**config.mk**
```make
export PLATFORM = sky130hd
export DESIGN_NAME = raster_tri_dispatcher_flat
export DESIGN_NICKNAME = d
export VERILOG_FILES = /design/src/rtl/raster_pkg.sv /design/src/rtl/raster_tri_dispatcher_if.sv /design/src/rtl/raster_tri_fifo.sv /design/src/rtl/raster_tri_dispatcher.sv /design/src/flat_wrapper.sv
export SDC_FILE = /design/constraint.sdc
export NUM_CORES = 2
export LEC_CHECK = 0
export ABC_AREA = 1
export CORE_ASPECT_RATIO = 0.5
export CORE_MARGIN = 3
export CORE_UTILIZATION = 60
export CTS_BUF_LIST = sky130_fd_sc_hd__clkbuf_4
export CTS_CLUSTER_DIAMETER = 100
export DETAILED_ROUTE_END_ITERATION = 8
export DONT_BUFFER_PORTS = 1
export PLACE_DENSITY = 0.79
export SLEW_MARGIN = 15
export SYNTH_ARGS = -nofsm -noshare
export SYNTH_HDL_FRONTEND = slang
export SYNTH_SLANG_ARGS = --single-unit
```
**constraint.sdc**
```tcl
create_clock -name clock -period 36.9 [get_ports clock]
set_input_delay 3.69 -clock clock [delete_from_list [all_inputs] [get_ports clock]]
set_output_delay 3.69 -clock clock [all_outputs]
set_load 0.01 [all_outputs]
```
**src/rtl/raster_pkg.sv**
```systemverilog
// Shared types for the triangle dispatcher: triangle layout, queue entry, FSM states.
// Latency: n/a (types only).
// Backpressure: n/a.
package raster_pkg;

    localparam int TRI_W = 360;
    localparam logic [31:0] FP_ONE = 32'h0001_0000;

    typedef struct packed {
        logic [31:0] x;
        logic [31:0] y;
        logic [31:0] z;
    } vertex_t;

    // Packs MSB-first as {x1,y1,z1,x2,y2,z2,x3,y3,z3,color1,color2,color3}.
    typedef struct packed {
        vertex_t     v1;
        vertex_t     v2;
        vertex_t     v3;
        logic [23:0] color1;
        logic [23:0] color2;
        logic [23:0] color3;
    } tri_t;

    typedef struct packed {
        logic last;
        tri_t data;
    } fifo_ent_t;

    typedef enum logic [2:0] {IDLE, LOAD, ISSUE, RUN, DONE} disp_state_e;

endpackage

```
**src/rtl/raster_tri_dispatcher_if.sv**
```systemverilog
// Upstream triangle handshake plus rasterizer-facing drive/stall signals.
// Latency: n/a (wiring only).
// Backpressure: tri_ready from dispatcher, ras_busy from rasterizer.
interface raster_tri_dispatcher_if
    import raster_pkg::*;
#(
    parameter int ADDR_W = 26
) ();
    logic              tri_valid;
    logic              tri_ready;
    tri_t              tri_data;
    logic              tri_last;
    logic              ras_valid;
    tri_t              ras_tri;
    logic [ADDR_W-1:0] ras_addr;
    logic              ras_done;
    logic              ras_busy;

    modport master (
        output tri_valid, tri_data, tri_last, ras_busy,
        input  tri_ready, ras_valid, ras_tri, ras_addr, ras_done
    );

    modport slave (
        input  tri_valid, tri_data, tri_last, ras_busy,
        output tri_ready, ras_valid, ras_tri, ras_addr, ras_done
    );
endinterface

```
**src/rtl/raster_tri_fifo.sv**
```systemverilog
// Synchronous FIFO with occupancy count; head_dat shows the oldest entry.
// Latency: push visible at head/count one cycle later.
// Backpressure: push ignored when full, pop ignored when empty.
module raster_tri_fifo #(
    parameter int DEPTH = 4,
    parameter int W     = 8
) (
    input  logic                   clock,
    input  logic                   reset,
    input  logic                   push,
    input  logic [W-1:0]           push_dat,
    input  logic                   pop,
    output logic [W-1:0]           head_dat,
    output logic [$clog2(DEPTH):0] count
);
    localparam int AW = $clog2(DEPTH);
    localparam int CW = AW + 1;
    localparam logic [CW-1:0] FULL_CNT = CW'(DEPTH);

    logic [W-1:0]  mem_q [DEPTH];
    logic [W-1:0]  mem_d [DEPTH];
    logic [AW-1:0] wr_ptr_q, wr_ptr_d;
    logic [AW-1:0] rd_ptr_q, rd_ptr_d;
    logic [CW-1:0] count_q, count_d;
    logic          do_push, do_pop;

    always_comb begin
        do_push  = push && (count_q != FULL_CNT);
        do_pop   = pop && (count_q != '0);
        mem_d    = mem_q;
        wr_ptr_d = wr_ptr_q;
        rd_ptr_d = rd_ptr_q;
        if (do_push) begin
            mem_d[wr_ptr_q] = push_dat;
            wr_ptr_d        = wr_ptr_q + AW'(1);
        end
        if (do_pop) begin
            rd_ptr_d = rd_ptr_q + AW'(1);
        end
        count_d = count_q + CW'(do_push) - CW'(do_pop);
    end

    always_ff @(posedge clock) begin
        if (!reset) begin
            wr_ptr_q <= '0;
            rd_ptr_q <= '0;
            count_q  <= '0;
        end else begin
            wr_ptr_q <= wr_ptr_d;
            rd_ptr_q <= rd_ptr_d;
            count_q  <= count_d;
        end
    end

    // Payload storage carries no reset; validity is tracked by count alone.
    always_ff @(posedge clock) begin
        mem_q <= mem_d;
    end

    assign head_dat = mem_q[rd_ptr_q];
    assign count    = count_q;

endmodule

```
**src/rtl/raster_tri_dispatcher.sv**
```systemverilog
// Queues triangles and issues one at a time to the rasterizer, holding inputs stable; optional RASTER_STATS_EN counters.
// Latency: 2 cycles from first enqueue to ras_valid (IDLE->LOAD->ISSUE), 3-cycle turnaround after ras_busy falls.
// Backpressure: tri_ready low when queue full (registered count) or frame closed; stalls in ISSUE/RUN per ras_busy.
module raster_tri_dispatcher
    import raster_pkg::*;
#(
    parameter int FIFO_DEPTH = 4,
    parameter int ADDR_W     = 26
) (
    input  logic              clock,
    input  logic              reset,
    input  logic              frame_start,
    input  logic [ADDR_W-1:0] frame_base,
    raster_tri_dispatcher_if.slave tri_if,
    output logic              frame_done,
    output logic              busy
`ifdef RASTER_STATS_EN
    ,
    output logic [31:0]       stat_tris,
    output logic [31:0]       stat_cycles
`endif
);
    localparam int CW = $clog2(FIFO_DEPTH) + 1;
    localparam logic [CW-1:0] FULL_CNT = CW'(FIFO_DEPTH);

    disp_state_e       state_q, state_d;
    logic              frame_open_q, frame_open_d;
    logic [ADDR_W-1:0] ras_addr_q, ras_addr_d;
    tri_t              ras_tri_q, ras_tri_d;
    logic              ras_done_q, ras_done_d;

    logic [CW-1:0]     fifo_count;
    fifo_ent_t         head;
    fifo_ent_t         push_ent;
    logic              tri_ready, push, pop, start_acc, ras_valid;

    assign tri_ready = frame_open_q && (fifo_count != FULL_CNT);
    assign push      = tri_if.tri_valid && tri_ready;
    assign start_acc = frame_start && (state_q == IDLE) && (fifo_count == '0);
    assign push_ent  = '{last: tri_if.tri_last, data: tri_if.tri_data};

    raster_tri_fifo #(
        .DEPTH (FIFO_DEPTH),
        .W     ($bits(fifo_ent_t))
    ) u_fifo (
        .clock    (clock),
        .reset    (reset),
        .push     (push),
        .push_dat (push_ent),
        .pop      (pop),
        .head_dat (head),
        .count    (fifo_count)
    );

    always_comb begin
        state_d      = state_q;
        frame_open_d = frame_open_q;
        ras_addr_d   = ras_addr_q;
        ras_tri_d    = ras_tri_q;
        ras_done_d   = ras_done_q;
        pop          = 1'b0;
        ras_valid    = 1'b0;
        frame_done   = 1'b0;

        if (start_acc) begin
            frame_open_d = 1'b1;
            ras_addr_d   = frame_base;
        end
        if (push && tri_if.tri_last) begin
            frame_open_d = 1'b0;
        end

        case (state_q)
            IDLE: begin
                if (fifo_count != '0) state_d = LOAD;
            end
            LOAD: begin
                pop        = 1'b1;
                ras_tri_d  = head.data;
                ras_done_d = head.last;
                state_d    = ISSUE;
            end
            // Completion needs busy seen high first, so a low busy here just waits.
            ISSUE: begin
                ras_valid = 1'b1;
                if (tri_if.ras_busy) state_d = RUN;
            end
            RUN: begin
                ras_valid = 1'b1;
                if (!tri_if.ras_busy) state_d = DONE;
            end
            DONE: begin
                frame_done = ras_done_q;
                state_d    = (fifo_count != '0) ? LOAD : IDLE;
            end
            default: state_d = IDLE;
        endcase
    end

    always_ff @(posedge clock) begin
        if (!reset) begin
            state_q      <= IDLE;
            frame_open_q <= 1'b0;
            ras_addr_q   <= '0;
            ras_tri_q    <= '0;
            ras_done_q   <= 1'b0;
        end else begin
            state_q      <= state_d;
            frame_open_q <= frame_open_d;
            ras_addr_q   <= ras_addr_d;
            ras_tri_q    <= ras_tri_d;
            ras_done_q   <= ras_done_d;
        end
    end

    assign tri_if.tri_ready = tri_ready;
    assign tri_if.ras_valid = ras_valid;
    assign tri_if.ras_tri   = ras_tri_q;
    assign tri_if.ras_addr  = ras_addr_q;
    assign tri_if.ras_done  = ras_done_q;
    assign busy = frame_open_q || (fifo_count != '0) || (state_q != IDLE);

`ifdef RASTER_STATS_EN
    logic [31:0] stat_tris_q, stat_tris_d;
    logic [31:0] stat_cycles_q, stat_cycles_d;

    always_comb begin
        stat_tris_d   = stat_tris_q;
        stat_cycles_d = stat_cycles_q;
        if (start_acc) begin
            stat_tris_d   = '0;
            stat_cycles_d = '0;
        end else begin
            if ((state_q == DONE) && (stat_tris_q != '1)) stat_tris_d = stat_tris_q + 32'd1;
            if (((state_q == ISSUE) || (state_q == RUN)) && (stat_cycles_q != '1))
                stat_cycles_d = stat_cycles_q + 32'd1;
        end
    end

    always_ff @(posedge clock) begin
        if (!reset) begin
            stat_tris_q   <= '0;
            stat_cycles_q <= '0;
        end else begin
            stat_tris_q   <= stat_tris_d;
            stat_cycles_q <= stat_cycles_d;
        end
    end

    assign stat_tris   = stat_tris_q;
    assign stat_cycles = stat_cycles_q;
`endif

endmodule

```
**src/flat_wrapper.sv**
```systemverilog
// flat-port wrapper written by rule: the top's interface ports become plain ports
module raster_tri_dispatcher_flat import raster_pkg::*;
#(
    parameter int FIFO_DEPTH = 4,
    parameter int ADDR_W     = 26
)
  (clock, reset, frame_start, frame_base, frame_done, busy, tri_if_tri_valid, tri_if_tri_data, tri_if_tri_last, tri_if_ras_busy, tri_if_tri_ready, tri_if_ras_valid, tri_if_ras_tri, tri_if_ras_addr, tri_if_ras_done);
  raster_tri_dispatcher_if #(.ADDR_W(ADDR_W)) tri_if_i ();
  input  logic clock;
  input  logic reset;
  input  logic frame_start;
  input  logic [ADDR_W-1:0] frame_base;
  output logic frame_done;
  output logic busy;
  input wire logic [$bits(tri_if_i.tri_valid)-1:0] tri_if_tri_valid;
  input wire logic [$bits(tri_if_i.tri_data)-1:0] tri_if_tri_data;
  input wire logic [$bits(tri_if_i.tri_last)-1:0] tri_if_tri_last;
  input wire logic [$bits(tri_if_i.ras_busy)-1:0] tri_if_ras_busy;
  output wire logic [$bits(tri_if_i.tri_ready)-1:0] tri_if_tri_ready;
  output wire logic [$bits(tri_if_i.ras_valid)-1:0] tri_if_ras_valid;
  output wire logic [$bits(tri_if_i.ras_tri)-1:0] tri_if_ras_tri;
  output wire logic [$bits(tri_if_i.ras_addr)-1:0] tri_if_ras_addr;
  output wire logic [$bits(tri_if_i.ras_done)-1:0] tri_if_ras_done;
  assign tri_if_i.tri_valid = tri_if_tri_valid;
  assign tri_if_i.tri_data = tri_if_tri_data;
  assign tri_if_i.tri_last = tri_if_tri_last;
  assign tri_if_i.ras_busy = tri_if_ras_busy;
  assign tri_if_tri_ready = tri_if_i.tri_ready;
  assign tri_if_ras_valid = tri_if_i.ras_valid;
  assign tri_if_ras_tri = tri_if_i.ras_tri;
  assign tri_if_ras_addr = tri_if_i.ras_addr;
  assign tri_if_ras_done = tri_if_i.ras_done;
  raster_tri_dispatcher #(.FIFO_DEPTH(FIFO_DEPTH), .ADDR_W(ADDR_W)) u_core (.clock(clock), .reset(reset), .frame_start(frame_start), .frame_base(frame_base), .tri_if(tri_if_i), .frame_done(frame_done), .busy(busy));
endmodule
```
After elaboration in Yosys (flattened, before gate mapping):

Cells that the tools add are included.

* register bits: 1842
* input bits: 392
* output and inout bits: 391
* logic and storage cells: 72

* add/subtract/negate cells: 4
* magnitude comparators: 3
* equality and inequality tests: 8
* mux-type cells: 14
* bitwise gates (word level): 3
* reduce and logical (&&, ||, !) cells: 17

Operators with widths (number)
* $bwmux W1444: 1
* $mux W361: 3
* $bmux W361 S2: 1
* $demux W361 S2: 1
* $pmux W3 S5: 1
* $mux W3: 3
* $logic_and A1 B1 Y1: 8
* $eq A3 B2 Y1 const B: 2
* $ge A3 B3 Y1 const B: 2
* $logic_not A3 Y1: 2
* $ne A2 B2 Y1 const B: 3
* $not A2 Y3: 2
* $reduce_bool A3 Y1: 2
* $add A2 B1 Y2 const B: 2
* $mux W1: 4
* $reduce_or A2 Y1: 2
* $add A3 B1 Y3: 1
* $eq A3 B1 Y1 const B: 1
* $eq A3 B3 Y1 const B: 1
* $lt A3 B1 Y1 const B: 1
* $ne A3 B3 Y1 const B: 1
* $reduce_and A3 Y1: 1
* $sub A3 B1 Y3: 1
* $logic_or A1 B1 Y1: 2
* $not A1 Y1: 1

Longest topological paths before layout:

* word-level depth: 6
* gate-level depth with buffers: 12
* mapped depth without buffers: 11

Cells and area by module:

A second synthesis with hierarchy kept.

* cells, all modules: 5333
* area, all modules: 67745.0 µm²

Modules (own cells, without submodules)
* raster_tri_fifo: times used 1, cells each 3552, area each 54075.6 µm², sequential area each 43501.7 µm²
* raster_tri_dispatcher: times used 1, cells each 1781, area each 13669.4 µm², sequential area each 7827.5 µm²

Least setup slack after synthesis:

OpenSTA, ideal clock, no wires.

* path kind: in2reg
* start: in tri_if_tri_valid
* end: reg u_core.u_fifo.mem_q[0] (netlist name) (enable)
* library setup time: 1.093 ns
* data arrival time: 18.897 ns
* required time: 35.807 ns
* path slack: 16.909 ns
* stages on the path: 2
* path buffers: 0
* path through: nand3_1 -> nor2_1

* longest elaborated chain between the ends: 2

RTL lines
* start, declared: line flat_wrapper.sv:15 `input wire logic [$bits(tri_if_i.tri_valid)-1:0] tri_if_tri_valid;`
* $logic_and A1 B1 Y1: line raster_tri_dispatcher.sv:38 `assign push = tri_if.tri_valid && tri_ready;`
* $logic_and A1 B1 Y1: line raster_tri_fifo.sv:28 `do_push = push && (count_q != FULL_CNT);`
* end signal, assigned: line raster_tri_fifo.sv:57 `mem_q <= mem_d;`
* end, declared: line raster_tri_fifo.sv:20 `logic [W-1:0] mem_q [DEPTH];`

No other way between the ends.
A chain may end at the register's enable or synchronous reset.

Worst setup path after layout:

* start: reg u_core.u_fifo.count_q[1], in the netlist u_core.u_fifo.count[1]
* end: out busy

* longest elaborated chain between the ends: 3

RTL lines
* start, declared: line raster_tri_fifo.sv:24 `logic [CW-1:0] count_q, count_d;`
* start signal, assigned: line raster_tri_fifo.sv:51 `count_q <= count_d;`
* $reduce_bool A3 Y1: line raster_tri_dispatcher.sv:121 `assign busy = frame_open_q || (fifo_count != '0) || (state_q != IDLE);`
* $logic_or A1 B1 Y1 (2 in series): line raster_tri_dispatcher.sv:121
* end, declared: line flat_wrapper.sv:14 `output logic busy;`

No other way between the ends.

==> flow_metrics.env <==
export IMPL_ant_nets=0
export IMPL_synth_edf_count=1444
export IMPL_tightestPinTransition_ps=1200
export IMPL_clk_pin_slew_ps=70
export IMPL_vias_per_cell=5.28
export IMPL_synth_ff_type="edfxtp_1"
export IMPL_portBuffers=0
export IMPL_antenna_found_initial=3
export IMPL_finalMaxSlewViolations=0
export IMPL_synth_common_cells="1518 x nor2_1, 1444 x edfxtp_1, 1166 x nand2_1"
export IMPL_dp_hpwl_mm=97.8
export IMPL_p_leak_nw=31.2
export IMPL_start_kind="flip-flop"
export IMPL_cts_sinks=1842
export IMPL_synthTopCellsByArea="edfxtp_1 59%, dfxtp_1 11%, nor2_1 7.8%"
export IMPL_syn_num_nets=7535
export IMPL_htree_levels=5
export IMPL_numCtsBuffers=399
export IMPL_hold_depth=4
export IMPL_syn_area_um2=73000
export IMPL_setup_tns_final_ps=0
export IMPL_crit_type="reg2out"
export IMPL_wire_per_inst_um=18.9
export IMPL_cts_resized=0
export IMPL_via_count=48200
export IMPL_powerDensity_nw_per_um2=64.8
export IMPL_synth_top_cell_area_share=0.594
export IMPL_final_core_utilization=0.663
export IMPL_syn_avg_cell_area_um2=10.2
export IMPL_ios=783
export IMPL_drc=0
export IMPL_yosysMostFrequentCell="nor2_1"
export IMPL_async_reset_ff_frac=0
export IMPL_final_hold_viol_count=0
export IMPL_fp_dieH_um=253
export IMPL_drt_iter0_drc=4292
export IMPL_maxCapViolations=0
export IMPL_vdd_drop_max_mv=0.0393
export IMPL_ys_ff_latch=1842
export IMPL_grt_first_pass_wirelength_mm=260
export IMPL_drive_above_1_share=0.0974
export IMPL_ff2ff_path_depth=10
export IMPL_worst_ep_arrival_time_ps=2350
export IMPL_cts_buffer_depth=4
export IMPL_synth_warnings=0
export IMPL_gp_congestion=0.827
export IMPL_fin_crit_sh=0.164
export IMPL_cp_required_ps=33210
export IMPL_postCtsSetupBuffers=0
export IMPL_dr_pass1_iters=6
export IMPL_grt_usage=0.267
export IMPL_pre_cts_ws_ps=29630
export IMPL_first_global_vias=46700
export IMPL_status="finished, final reports clean"
export IMPL_initial_utilization=0.612
export IMPL_hold_path_class="reg2reg"
export IMPL_cts_tree="done"
export IMPL_grt_max_degree=232
export IMPL_die_w_um=499
export IMPL_rsz0062_at_grt="false"
export IMPL_core_rowCount=89
export IMPL_totalWireLength_mm=173
export IMPL_area_delta_synth_final_pct=8.41
export IMPL_worstSetupEndpointType="output pin"
export IMPL_skew_ps=112
export IMPL_fin_nets=7618
export IMPL_root_buffer="clkbuf_4"
export IMPL_period_needed_ps=6040
export IMPL_core_area_um2=119000
export IMPL_setup_viol=0
export IMPL_ys_types=25
export IMPL_grt_overflow_total=0
export IMPL_clk_latency_ps=1290
export IMPL_yosysSeqAreaShare=0.703
export IMPL_yosys_area_top_type="edfxtp_1"
export IMPL_slew_headroom=0.201
export IMPL_max_freq_mhz=166
export IMPL_synthCells=7136
export IMPL_fp_dieArea_um2=126000
export IMPL_fin_ws_ps=30860
export IMPL_postCtsHoldBufs=0
export IMPL_path_max_fanout=5
[metrics by stage]
stage / instances / hold WS (ps) / area (um2) / power (mW)
6_report: 9143 / 468 / 79200 / 5.13
5_1_grt: 9141 / 519 / 79100 / 5.40
4_1_cts: 9135 / 496 / 79100 / 5.16
3_5_place_dp: 8410 / 496 / 73800 / 3.57
3_3_place_gp: 8410 / 486 / 73800 / 3.53
2_1_floorplan: 7136 / 465 / 73000 / 3.37
[power by group]
group	internal (mW)	total [mW]	switching, mW
Combinational	0.246	0.827	0.581
Clock	0.833	1.61	0.773
Sequential	2.47	2.70	0.227
[flip-flops by register name, indices dropped and copies added, names as in the netlist, 2 cells and up]
signal,flops
u_core.u_fifo.mem_q,1444
u_core.u_fifo.wr_ptr_q,2
u_core.u_fifo.rd_ptr_q,2
u_core.tri_if.ras_tri,360
u_core.state_q,3
u_core.tri_if.ras_addr,26
u_core.u_fifo.count,3
[path summary, 6_finish.rpt]
check	slack, ps	end	start
max	30860	busy	u_core.u_fifo.count[1]
min	470	u_core.tri_if.ras_tri[188]	u_core.u_fifo.mem_q[910]
max reg2reg	31610	u_core.tri_if.ras_tri[111]	u_core.u_fifo.rd_ptr_q[0]
min reg2reg	470	u_core.tri_if.ras_tri[188]	u_core.u_fifo.mem_q[910]
[cell families after synthesis]
logic type | Yosys count | synth area share
adders and majority gates | 7 | 0.00130
DFF | 1842 | 0.703
and+or+nand+nor | 3061 | 0.164
buffers and inverters | 1502 | 0.0821
AOI/OAI and AO/OA | 724 | 0.0496
[layout by cell type (no fill, tap or decap), types with 2 or more instances in the layout]
cell type      n
buf_12         6
inv_1       1126
inv_2          3
nand4_1        3
ha_1           6
diode_2        8
clkbuf_4     653
clkinvlp_4     2
bufinv_16      5
nand3_1      370
clkinv_1      56
edfxtp_1    1444
nand2_1     1166
buf_4         46
nor2_1      1514
dfxtp_4        2
a21oi_1      362
dfxtp_1      396
o21ai_0      351
nor2_4         5
inv_8          4
o21ai_1       10
clkinv_2       7
[cell type report]
class	count	area [um2]
diodes	8	20.0
clock buffers	653	4900
clock inverters	72	423
fillers	8666	40200
inverters	1132	4280
multi-input cells	3792	15700
flip-flops and latches	1842	51300
well taps	1592	1990
repair buffers	52	465
[worst max-delay path, stage by stage (launching register included)]
cell and delay [ps]:
dfxtp_1 310, inv_1 140, nand3_1 250, nor2_1 200, nand2_1 230
[per-layer routing]
metal  track usage  share of wire
met3        0.0630          0.072
met2         0.457           0.50
met5             0              0
met4         0.180          0.065
met1         0.301           0.36
(Power assumes the default switching activity.)
